--- config.mk ---
export PLATFORM = sky130hd
export DESIGN_NAME = control_sequencer_flat
export DESIGN_NICKNAME = d
export VERILOG_FILES = /design/src/rtl/ctrl_pkg.sv /design/src/rtl/control_sequencer_if.sv /design/src/rtl/wait_timer.sv /design/src/rtl/control_sequencer.sv /design/src/flat_wrapper.sv
export SDC_FILE = /design/constraint.sdc
export NUM_CORES = 1
export LEC_CHECK = 0
export CAP_MARGIN = 20
export CORE_MARGIN = 2
export CORE_UTILIZATION = 57
export CTS_CLUSTER_DIAMETER = 80
export CTS_CLUSTER_SIZE = 40
export DETAILED_ROUTE_END_ITERATION = 7
export GPL_ROUTABILITY_DRIVEN = 0
export HOLD_SLACK_MARGIN = 0.03
export PLACE_DENSITY = 0.89
export SYNTH_ARGS = -nofsm -noshare
export SYNTH_HDL_FRONTEND = slang
export SYNTH_SLANG_ARGS = --single-unit
--- constraint.sdc ---
create_clock -name clk -period 2.9 [get_ports clk]
set_clock_uncertainty 0.05 [all_clocks]
set_input_delay 0.58 -clock clk [delete_from_list [all_inputs] [get_ports clk]]
set_output_delay 0.58 -clock clk [all_outputs]
set_load 0.1 [all_outputs]
--- src/rtl/ctrl_pkg.sv ---
// ctrl_pkg: shared definitions for the accumulator CPU controller.
//   state_e   : 6-bit control state codes, also decoded by outputlogic
//   op_e      : 4-bit opcode field of IR byte0
//   am_e      : 2-bit addressing-mode field of IR byte0
//   is_mem_state  : states that wait on the memory handshake
//   operand_state : first operand-fetch state for an opcode/mode pair
package ctrl_pkg;

  typedef enum logic [5:0] {
    S_IDLE     = 6'd0,
    S_FETCH0   = 6'd1,
    S_FETCH1   = 6'd2,
    S_FETCH2   = 6'd3,
    S_FETCH3   = 6'd4,
    S_DECODE   = 6'd5,
    S_ALU      = 6'd6,
    S_LD_IMM   = 6'd7,
    S_ALU_IMM  = 6'd8,
    S_REGDIR   = 6'd9,
    S_MEMDIR   = 6'd10,
    S_MEMDIR2  = 6'd11,
    S_PCREL0   = 6'd12,
    S_PCREL1   = 6'd13,
    S_PCREL2   = 6'd14,
    S_PCREL3   = 6'd15,
    S_PCREL4   = 6'd16,
    S_ASR      = 6'd17,
    S_LSR      = 6'd18,
    S_ASL      = 6'd19,
    S_LSL      = 6'd20,
    S_JMP      = 6'd21,
    S_JZ       = 6'd22,
    S_JNZ      = 6'd23,
    S_POP      = 6'd24,
    S_PUSH     = 6'd25,
    S_STORE    = 6'd28,
    S_SHIFT_WB = 6'd29,
    S_ALU_WB   = 6'd30,
    S_HALT     = 6'd31,
    S_PCINC    = 6'd32
  } state_e;

  typedef enum logic [3:0] {
    OP_NOP   = 4'd0,
    OP_LOAD  = 4'd1,
    OP_ALU   = 4'd2,
    OP_STORE = 4'd3,
    OP_ASR   = 4'd4,
    OP_LSR   = 4'd5,
    OP_ASL   = 4'd6,
    OP_LSL   = 4'd7,
    OP_JMP   = 4'd8,
    OP_JZ    = 4'd9,
    OP_JNZ   = 4'd10,
    OP_POP   = 4'd11,
    OP_PUSH  = 4'd12,
    OP_RSV13 = 4'd13,
    OP_RSV14 = 4'd14,
    OP_HALT  = 4'd15
  } op_e;

  typedef enum logic [1:0] {
    AM_IMM    = 2'd0,
    AM_REGDIR = 2'd1,
    AM_MEMDIR = 2'd2,
    AM_PCREL  = 2'd3
  } am_e;

  function automatic logic is_mem_state(input state_e s);
    return (s == S_FETCH0) || (s == S_FETCH1) || (s == S_FETCH2) ||
           (s == S_FETCH3) || (s == S_MEMDIR) || (s == S_PCREL3);
  endfunction

  // Immediate mode splits on opcode because LOAD finishes without an ALU pass.
  function automatic state_e operand_state(input op_e op, input am_e am);
    state_e s;
    s = S_ALU_IMM;
    case (am)
      AM_IMM:    s = (op == OP_LOAD) ? S_LD_IMM : S_ALU_IMM;
      AM_REGDIR: s = S_REGDIR;
      AM_MEMDIR: s = S_MEMDIR;
      AM_PCREL:  s = S_PCREL0;
      default:   s = S_ALU_IMM;
    endcase
    return s;
  endfunction

endpackage

--- src/rtl/control_sequencer_if.sv ---
// control_sequencer_if: datapath <-> sequencer signal bundle.
//   master : datapath side, drives fetch_byte/mem_ready/opcode/amode/zero
//   slave  : sequencer side, drives state/halted/bus_error/instr_count
interface control_sequencer_if #(
  parameter int CNT_W = 16
) ();
  logic [7:0]       fetch_byte;
  logic             mem_ready;
  logic [3:0]       opcode;
  logic [1:0]       amode;
  logic             zero;
  logic [5:0]       state;
  logic             halted;
  logic             bus_error;
  logic [CNT_W-1:0] instr_count;

  modport master (
    output fetch_byte, mem_ready, opcode, amode, zero,
    input  state, halted, bus_error, instr_count
  );

  modport slave (
    input  fetch_byte, mem_ready, opcode, amode, zero,
    output state, halted, bus_error, instr_count
  );
endinterface

--- src/rtl/wait_timer.sv ---
// wait_timer: counts cycles a memory state has been held waiting.
//   clk, reset_n : clock, async active-low reset
//   en           : count one more held cycle
//   clr          : return to zero (has priority over en)
//   expired      : count has reached WAIT_LIMIT
module wait_timer #(
  parameter int WAIT_LIMIT = 255
) (
  input  logic clk,
  input  logic reset_n,
  input  logic en,
  input  logic clr,
  output logic expired
);
  logic [7:0] cnt_q;

  assign expired = (cnt_q == WAIT_LIMIT[7:0]);

  // Saturates at the limit; the sequencer leaves the memory state on that cycle.
  always_ff @(posedge clk or negedge reset_n) begin
    if (!reset_n) begin
      cnt_q <= 8'd0;
    end else if (clr) begin
      cnt_q <= 8'd0;
    end else if (en && !expired) begin
      cnt_q <= cnt_q + 8'd1;
    end
  end
endmodule

--- src/rtl/control_sequencer.sv ---
// control_sequencer: next-state half of the multicycle accumulator CPU controller.
//   clk, reset_n : clock, async active-low reset
//   bus (slave)  : fetch_byte/mem_ready/opcode/amode/zero in;
//                  state (flop output), halted (state==31), bus_error (sticky),
//                  instr_count (retired instructions, wraps) out
module control_sequencer
  import ctrl_pkg::*;
#(
  parameter int CNT_W      = 16,
  parameter int WAIT_LIMIT = 255
) (
  input  logic                 clk,
  input  logic                 reset_n,
  control_sequencer_if.slave   bus
);
  state_e           state_q, state_d;
  logic [1:0]       len_q;
  logic             bus_error_q;
  logic [CNT_W-1:0] count_q;
  logic             waiting, expired, set_error, retire;
  op_e              op;
  am_e              am;

  assign op      = op_e'(bus.opcode);
  assign am      = am_e'(bus.amode);
  assign waiting = is_mem_state(state_q) && !bus.mem_ready;

  wait_timer #(.WAIT_LIMIT(WAIT_LIMIT)) u_wait_timer (
    .clk     (clk),
    .reset_n (reset_n),
    .en      (waiting),
    .clr     (!waiting),
    .expired (expired)
  );

  // State, fetch length, error flag and retire counter.
  always_ff @(posedge clk or negedge reset_n) begin
    if (!reset_n) begin
      state_q     <= S_IDLE;
      len_q       <= 2'd0;
      bus_error_q <= 1'b0;
      count_q     <= '0;
    end else begin
      state_q <= state_d;
      if (state_q == S_FETCH0 && bus.mem_ready) len_q <= bus.fetch_byte[7:6];
      if (set_error) bus_error_q <= 1'b1;
      if (retire) count_q <= count_q + 1'b1;
    end
  end

  // Next state. A stalled memory state holds, or aborts to halt on timeout;
  // mem_ready on the limit cycle takes the normal path.
  always_comb begin
    state_d   = state_q;
    set_error = 1'b0;
    if (waiting) begin
      if (expired) begin
        state_d   = S_HALT;
        set_error = 1'b1;
      end
    end else begin
      case (state_q)
        S_IDLE:   state_d = S_FETCH0;
        S_FETCH0: state_d = (bus.fetch_byte[7:6] != 2'd0) ? S_FETCH1 : S_DECODE;
        S_FETCH1: state_d = (len_q >= 2'd2) ? S_FETCH2 : S_DECODE;
        S_FETCH2: state_d = (len_q == 2'd3) ? S_FETCH3 : S_DECODE;
        S_FETCH3: state_d = S_DECODE;
        S_DECODE: begin
          case (op)
            OP_LOAD:  state_d = operand_state(op, am);
            OP_ALU:   state_d = S_ALU;
            OP_STORE: state_d = S_STORE;
            OP_ASR:   state_d = S_ASR;
            OP_LSR:   state_d = S_LSR;
            OP_ASL:   state_d = S_ASL;
            OP_LSL:   state_d = S_LSL;
            OP_JMP:   state_d = S_JMP;
            OP_JZ:    state_d = S_JZ;
            OP_JNZ:   state_d = S_JNZ;
            OP_POP:   state_d = S_POP;
            OP_PUSH:  state_d = S_PUSH;
            OP_HALT:  state_d = S_HALT;
            default:  state_d = S_PCINC;
          endcase
        end
        S_ALU:      state_d = operand_state(op, am);
        S_LD_IMM:   state_d = S_PCINC;
        S_ALU_IMM:  state_d = S_ALU_WB;
        S_REGDIR:   state_d = S_ALU_WB;
        S_MEMDIR:   state_d = S_MEMDIR2;
        S_MEMDIR2:  state_d = S_ALU_WB;
        S_PCREL0:   state_d = S_PCREL1;
        S_PCREL1:   state_d = S_PCREL2;
        S_PCREL2:   state_d = S_PCREL3;
        S_PCREL3:   state_d = S_PCREL4;
        S_PCREL4:   state_d = (op == OP_LOAD) ? S_PCINC : S_ALU_WB;
        S_ASR, S_LSR, S_ASL, S_LSL: state_d = S_SHIFT_WB;
        S_SHIFT_WB: state_d = S_PCINC;
        S_ALU_WB:   state_d = S_PCINC;
        S_POP, S_PUSH, S_STORE: state_d = S_PCINC;
        S_PCINC:    state_d = S_FETCH0;
        S_JMP:      state_d = S_FETCH0;
        S_JZ:       state_d = bus.zero ? S_FETCH0 : S_PCINC;
        S_JNZ:      state_d = bus.zero ? S_PCINC : S_FETCH0;
        S_HALT:     state_d = S_HALT;
        default:    state_d = S_IDLE;
      endcase
    end
  end

  // An instruction retires when control returns to fetch; the first fetch
  // after reset comes from idle and is not counted.
  assign retire = (state_d == S_FETCH0) &&
                  ((state_q == S_PCINC) || (state_q == S_JMP) ||
                   (state_q == S_JZ) || (state_q == S_JNZ));

  assign bus.state       = state_q;
  assign bus.halted      = (state_q == S_HALT);
  assign bus.bus_error   = bus_error_q;
  assign bus.instr_count = count_q;
endmodule
--- src/flat_wrapper.sv ---
// flat-port wrapper written by rule: the top's interface ports become plain ports
module control_sequencer_flat import ctrl_pkg::*;
#(
  parameter int CNT_W      = 16,
  parameter int WAIT_LIMIT = 255
)
  (clk, reset_n, bus_fetch_byte, bus_mem_ready, bus_opcode, bus_amode, bus_zero, bus_state, bus_halted, bus_bus_error, bus_instr_count);
  control_sequencer_if #(.CNT_W(CNT_W)) bus_i ();
  input  logic clk;
  input  logic reset_n;
  input wire logic [$bits(bus_i.fetch_byte)-1:0] bus_fetch_byte;
  input wire logic [$bits(bus_i.mem_ready)-1:0] bus_mem_ready;
  input wire logic [$bits(bus_i.opcode)-1:0] bus_opcode;
  input wire logic [$bits(bus_i.amode)-1:0] bus_amode;
  input wire logic [$bits(bus_i.zero)-1:0] bus_zero;
  output wire logic [$bits(bus_i.state)-1:0] bus_state;
  output wire logic [$bits(bus_i.halted)-1:0] bus_halted;
  output wire logic [$bits(bus_i.bus_error)-1:0] bus_bus_error;
  output wire logic [$bits(bus_i.instr_count)-1:0] bus_instr_count;
  assign bus_i.fetch_byte = bus_fetch_byte;
  assign bus_i.mem_ready = bus_mem_ready;
  assign bus_i.opcode = bus_opcode;
  assign bus_i.amode = bus_amode;
  assign bus_i.zero = bus_zero;
  assign bus_state = bus_i.state;
  assign bus_halted = bus_i.halted;
  assign bus_bus_error = bus_i.bus_error;
  assign bus_instr_count = bus_i.instr_count;
  control_sequencer #(.CNT_W(CNT_W), .WAIT_LIMIT(WAIT_LIMIT)) u_core (.clk(clk), .reset_n(reset_n), .bus(bus_i));
endmodule
==> results of run 1 <==
==> power breakdown <==
part	internal, mW	switching (mW)	leakage (nW)
sequential	0.550	0.264	0.406
clock	0.280	0.167	0.0585
combinational	0.494	1.01	0.644
total	1.32	1.44	1.11
==> final timing paths <==
| check | start | end | cells after the start |
|---|---|---|---|
| min in group asynchronous | reset_n | u_core.len_q[0] | 2 |
| worst min register to register | u_core.bus.bus_error | u_core.bus.bus_error | 2 |
| max in group asynchronous | reset_n | u_core.bus.instr_count[12] | 2 |
| worst min-delay path | u_core.bus.bus_error | u_core.bus.bus_error | 2 |
| worst max register to register | u_core.bus.state[2] | u_core.bus.instr_count[5] | 5 |
| worst max-delay path | u_core.bus.state[3] | bus_halted | 4 |
==> sequential cells by signal, indices dropped and copies added (netlist names) <==
register                   flops
u_core.len_q                   2
u_core.bus.bus_error           1
u_core.bus.state               6
u_core.u_wait_timer.cnt_q      8
u_core.bus.instr_count        16
==> layer usage <==
layer / vias up / share of wire / GRT usage
met4: 0 / 0.019 / 0.0828
met2: 76 / 0.49 / 0.386
li1: 1084 / - / -
met5: - / 0 / 0
met1: 1076 / 0.43 / 0.324
met3: 12 / 0.067 / 0.0775
==> Yosys cell counts, types with 6 or more instances <==
| cell | n | share of area |
|---|---|---|
| dfrtp_1 | 33 | 0.34 |
| o21ai_0 | 8 | 0.017 |
| nor3_1 | 7 | 0.015 |
| ha_1 | 6 | 0.031 |
| nand2b_1 | 8 | 0.021 |
| inv_1 | 8 | 0.012 |
| a21oi_1 | 8 | 0.017 |
| xnor2_1 | 12 | 0.044 |
| nand2_1 | 19 | 0.030 |
| clkbuf_1 | 8 | 0.012 |
| nor2_1 | 28 | 0.044 |
| nand3_1 | 13 | 0.027 |
| nand4_1 | 11 | 0.029 |
| xor2_1 | 9 | 0.033 |
| buf_2 | 7 | 0.015 |
==> cell type report <==
cell class              count  area (sq um)
well taps                  50          62.6
clock inverters             1          30.0
multi-input cells         218          1470
inverters                   8          30.0
flip-flops and latches     33           826
clock buffers               7          86.3
repair buffers             43           363
fillers                   295          1160
==> metrics by stage <==
stage	cell area (sq um)	hold WS [ns]	setup slack (ns)
floorplan	2420	0.234	0.0105
global placement	2750	0.408	0.250
detailed placement	2750	0.409	0.193
CTS	2870	0.426	0.410
global route	2870	0.468	0.298
finish	2870	0.426	0.366
==> cell families after synthesis <==
logic type      after synthesis  share of synthesized area
xor+xnor                     21                     0.0763
fa+ha+maj                     6                     0.0311
compound gates               59                      0.180
mux                           7                     0.0301
buf+inv                      27                     0.0503
flops                        33                      0.343
simple gates                125                      0.290
==> cells in the final DEF, fill, tap and decap left out, types with 3 or more instances in the layout <==
cell type	netlist	routed
and4_1	3	3
and2_1	3	3
nor3_1	7	7
o211ai_1	3	3
o21ai_0	8	8
nand2_1	19	19
a31oi_1	3	3
ha_1	6	6
a211oi_1	3	3
nor4_1	3	3
nor3_2	5	5
nand4_1	11	11
nand3b_1	4	4
o21ai_1	5	5
buf_4	1	31
inv_1	8	8
xor2_1	9	9
clkdlybuf4s50_1	0	11
nor2_1	28	27
a21oi_1	8	8
xnor2_1	12	12
o31ai_1	4	4
mux2i_1	5	5
nand3_1	13	13
nor3b_1	5	5
clkbuf_8	0	6
nand2b_1	8	8
dfrtp_1	33	33
or3_1	3	3
==> worst max-delay path: cells and delay by family, from the launching register on <==
| kind | cells | cell delay, ns |
|---|---|---|
| flip-flops | 1 | 0.81 |
| AND/OR/NAND/NOR | 3 | 0.62 |
| buffers and inverters | 1 | 0.18 |
==> results.py, run 1 <==
metrics = {
    "synthesis": {
        "synth_flop_cell": "dfrtp_1",
        "yosysWarnings": 0,
        "ys_seq_area_frac": 0.343,
        "synthCells": 278,
        "avgSynthCellArea_sq_um": 8.67,
        "async_reset_ff_frac": 1.00,
        "yosysUniqueCellTypes": 61,
        "syn_area_sq_um": 2410,
        "synth_edf_count": 0,
        "synth_nets": 302,
        "ys_seq_elements": 33,
    },
    "sta": {
        "tightest_slew_ns": 0.740,
        "finalHoldViolCount": 0,
        "fin_crit_sh": 0.874,
        "drv_slew": 0,
        "relSlewSlack": 0.505,
        "finalSetupViolCount": 0,
        "finalCriticalPeriod_ns": 2.53,
        "tns_ns": 0,
        "rsz0062_at_grt": "false",
        "max_freq_ghz": 0.395,
    },
    "place": {
        "dp_cells": 352,
        "hpwl_mm": 3.91,
        "io_buffers": 35,
    },
    "worst_setup_path": {
        "crit_slowest_cell": "dfrtp_1",
        "r2r_slack_ns": 0.54,
        "cp_slowest_stage_delay_ns": 0.81,
        "worst-setup-path-type": "reg2out",
        "startpoint_type": "flip-flop",
        "cp_cell_sequence": "and2_1 -> nand3_1 -> nor2_4 -> buf_12",
        "path_max_fanout": 21,
        "cp-end-kind": "output port",
        "cp_data_required_time_ns": 2.27,
        "critPathArrivalTime_ns": 1.90,
    },
    "routing": {
        "via_count": 2248,
        "wirelength_mm": 5.62,
        "avgRoutedWirePerCell_um": 15.6,
        "drc": 0,
        "vias_per_cell": 6.24,
        "drt_iter0_drc": 187,
        "ant_nets": 0,
        "firstDrtPassIters": 4,
    },
    "global_route": {
        "antenna_found_initial": 0,
        "grt_overflow": 0,
        "grt_pass1_vias": 2045,
        "grt_usage": 0.247,
        "grt_pass1_wl_mm": 9.74,
        "grt_max_degree": 34,
    },
    "flow_run": {
        "maxCapViolCount": 0,
    },
    "clock_network": {
        "clock_latency_ns": 0.28,
        "htreeDepth": 2,
        "cts_hold_buf": 0,
        "postCtsResizedCells": 0,
        "cts_buffers": 5,
        "clk_pin_slew_ns": 0.07,
        "cts_tree": "yes",
        "root_buffer": "clkbuf_8",
        "cts_buffer_depth": 2,
        "post_cts_buffers": 0,
        "clock-sinks": 33,
    },
    "floorplanning": {
        "start_util": 0.598,
        "ios": 42,
        "die_w_um": 69.0,
        "row_count": 23,
        "die_area_sq_um": 4770,
        "coreArea_sq_um": 4030,
        "fp.dieH_um": 69.0,
    },
    "outcome": {
        "outcome": "finished, final reports clean",
    },
    "cells_and_area": {
        "fin_nets": 333,
        "final_cells": 360,
        "antenna_cells": 0,
        "fin_util": 0.712,
        "layout-drive-gt1-share": 0.165,
        "area_growth_pct": 19.0,
    },
    "pwr": {
        "p_total_mw": 2.77,
        "ir_worst_vdd_uv": 481,
        "power_density_nw_per_um2": 964,
        "p_leak_nw": 1.11,
    },
    "worst_hold_path": {
        "hp-class": "reg2reg",
    },
}
(Power assumes the default switching activity.)
==> run 2: changes to the inputs <==
--- a/config.mk
+++ b/config.mk
@@ -12,6 +12,7 @@
 export CTS_CLUSTER_SIZE = 40
 export DETAILED_ROUTE_END_ITERATION = 7
 export GPL_ROUTABILITY_DRIVEN = 0
+export GPL_TIMING_DRIVEN = 0
 export HOLD_SLACK_MARGIN = 0.03
 export PLACE_DENSITY = 0.89
 export SYNTH_ARGS = -nofsm -noshare
==> results.py, run 2 (same netlist as run 1, synthesis figures left out) <==
metrics = {
    "outcome": {
        "outcome": "finished, final reports clean",
    },
    "cells_and_area": {
        "layout-drive-gt1-share": 0.0963,
        "layout_commonest_cell": "clkdlybuf4s50_1",
        "fin_nets": 345,
        "largest_reg_flops": 16,
        "area_growth_pct": 22.1,
        "antenna_cells": 0,
        "final_cell_mix": "clkdlybuf4s50_1, dfrtp_1, nor2_1, nand2_1, nand3_1",
    },
    "sta": {
        "tns_ns": 0,
        "relSlewSlack": 0.346,
        "fin_crit_sh": 0.938,
        "finalSetupViolCount": 0,
        "max_freq_ghz": 0.368,
        "finalHoldViolCount": 0,
        "timing.hold.ws_ns": 0.431,
        "tightest_slew_ns": 0.978,
        "rsz0062_at_grt": "false",
        "finalCriticalPeriod_ns": 2.72,
        "drv_slew": 0,
    },
    "global_route": {
        "grt_pass1_wl_mm": 9.94,
        "grt_overflow": 0,
        "grt-busiest-layer": "met2",
        "gr-usage-met3": 0.0541,
        "grt_use_met2": 0.439,
        "met1_usage": 0.323,
        "grt_max_degree": 21,
        "grt_usage": 0.255,
        "grt_pass1_vias": 2123,
        "antenna_found_initial": 0,
    },
    "pwr": {
        "p_leak_nw": 1.09,
        "ir_worst_vdd_uv": 640,
        "p_total_mw": 2.77,
        "power_density_nw_per_um2": 940,
    },
    "place": {
        "hpwl_mm": 4.50,
        "io_buffers": 35,
    },
    "clock_network": {
        "cts_buffers": 5,
        "clock-sinks": 33,
        "root_buffer": "clkbuf_8",
        "clock_latency_ns": 0.28,
        "cts_tree": "yes",
        "clk_pin_slew_ns": 0.07,
        "htreeDepth": 2,
        "cts_buffer_depth": 2,
    },
    "floorplanning": {
        "ios": 42,
        "coreArea_sq_um": 4030,
        "start_util": 0.598,
        "row_count": 23,
        "die_area_sq_um": 4770,
        "die_w_um": 69.0,
        "fp.dieH_um": 69.0,
    },
    "routing": {
        "vias_per_cell": 6.27,
        "drt_iter0_drc": 201,
        "avgRoutedWirePerCell_um": 16.0,
        "ant_nets": 0,
        "wirelength_mm": 5.97,
        "drc": 0,
        "firstDrtPassIters": 5,
        "via_count": 2333,
    },
    "worst_setup_path": {
        "r2r_slack_ns": 0.74,
        "critPathArrivalTime_ns": 2.09,
        "startpoint_type": "flip-flop",
        "cp_data_required_time_ns": 2.27,
        "cp-endpoint": "bus_halted",
        "cp-end-kind": "output port",
        "reg2reg_depth": 7,
        "startpoint": "u_core.bus.state[1]",
        "worst-setup-path-type": "reg2out",
        "timing.rr.end": "u_core.bus.state[3]",
        "path_max_fanout": 10,
        "r2r-start": "u_core.bus.state[2]",
    },
    "flow_run": {
        "maxCapViolCount": 0,
    },
    "worst_hold_path": {
        "hp-class": "reg2reg",
    },
}
[run 2: changes by cell type in the layout (fill, tap and decap cells not counted)]
cell,change
buf_4,-30
clkdlybuf4s50_1,+23
buf_2,+7
clkbuf_1,+7
buf_1,+2
clkinv_2,+2
buf_12,-1
buf_16,+1
buf_6,+1
bufinv_16,-1
clkbuf_4,+1
clkbuf_8,-1
clkinvlp_4,+1
[run 2: cell type report]
class	instances	area [sq um]
multi-input combinational	218	1470
fill	308	1090
sequential	33	826
timing repair buffer	36	375
buffer	19	91.3
clock buffer	5	68.8
tap	50	62.6
inverter	8	30.0
clock inverter	3	17.5
[run 2: worst min-delay path by stage]
stage                                    start                    endpoint  slack, ns  cells past startpoint
floorplan                              reset_n        u_core.bus.bus_error       0.23                      0
global placement    u_core.bus.instr_count[15]  u_core.bus.instr_count[15]       0.42                      1
detailed placement        u_core.bus.bus_error        u_core.bus.bus_error       0.42                      2
CTS                       u_core.bus.bus_error        u_core.bus.bus_error       0.44                      2
global route        u_core.bus.instr_count[15]  u_core.bus.instr_count[15]       0.46                      1
finish              u_core.bus.instr_count[14]  u_core.bus.instr_count[14]       0.43                      1
[run 2: through the flow]
stage / cell area, sq um / util / setup slack, ns / cells
2_1_floorplan: 2420 / - / 0.0105 / 278
3_3_place_gp: 2830 / 0.703 / -0.260 / 363
3_5_place_dp: 2860 / 0.710 / -0.286 / 364
4_1_cts: 2940 / 0.730 / 0.112 / 372
5_1_grt: 2940 / 0.730 / 0.0552 / 372
6_report: 2940 / 0.730 / 0.179 / 372
[run 2: what timing repair did]
action,CTS,global route
endpoints found under the hold margin,0,0
resized for setup,5,1
setup buffers,0,0
hold buffers,0,0
endpoints found under the setup margin,1,1
[run 2: where the power goes]
group	switching [mW]	internal, mW	total [mW]
clock network	0.175	0.165	0.340
registers	0.131	0.553	0.684
logic	1.19	0.548	1.74
total	1.50	1.27	2.77
[run 2: per-layer routing]
layer | wire (um) | vias up
met5 | 0 | -
met4 | 108 | 0
met3 | 448 | 14
met2 | 2930 | 113
met1 | 2480 | 1100
li1 | - | 1106
[run 2: worst max-delay path, cell delays in order (launching register included)]
cell	delay, ns
dfrtp_1	0.48
buf_2	0.27
clkbuf_1	0.36
nand3_1	0.23
nor2_4	0.12
clkbuf_4	0.33
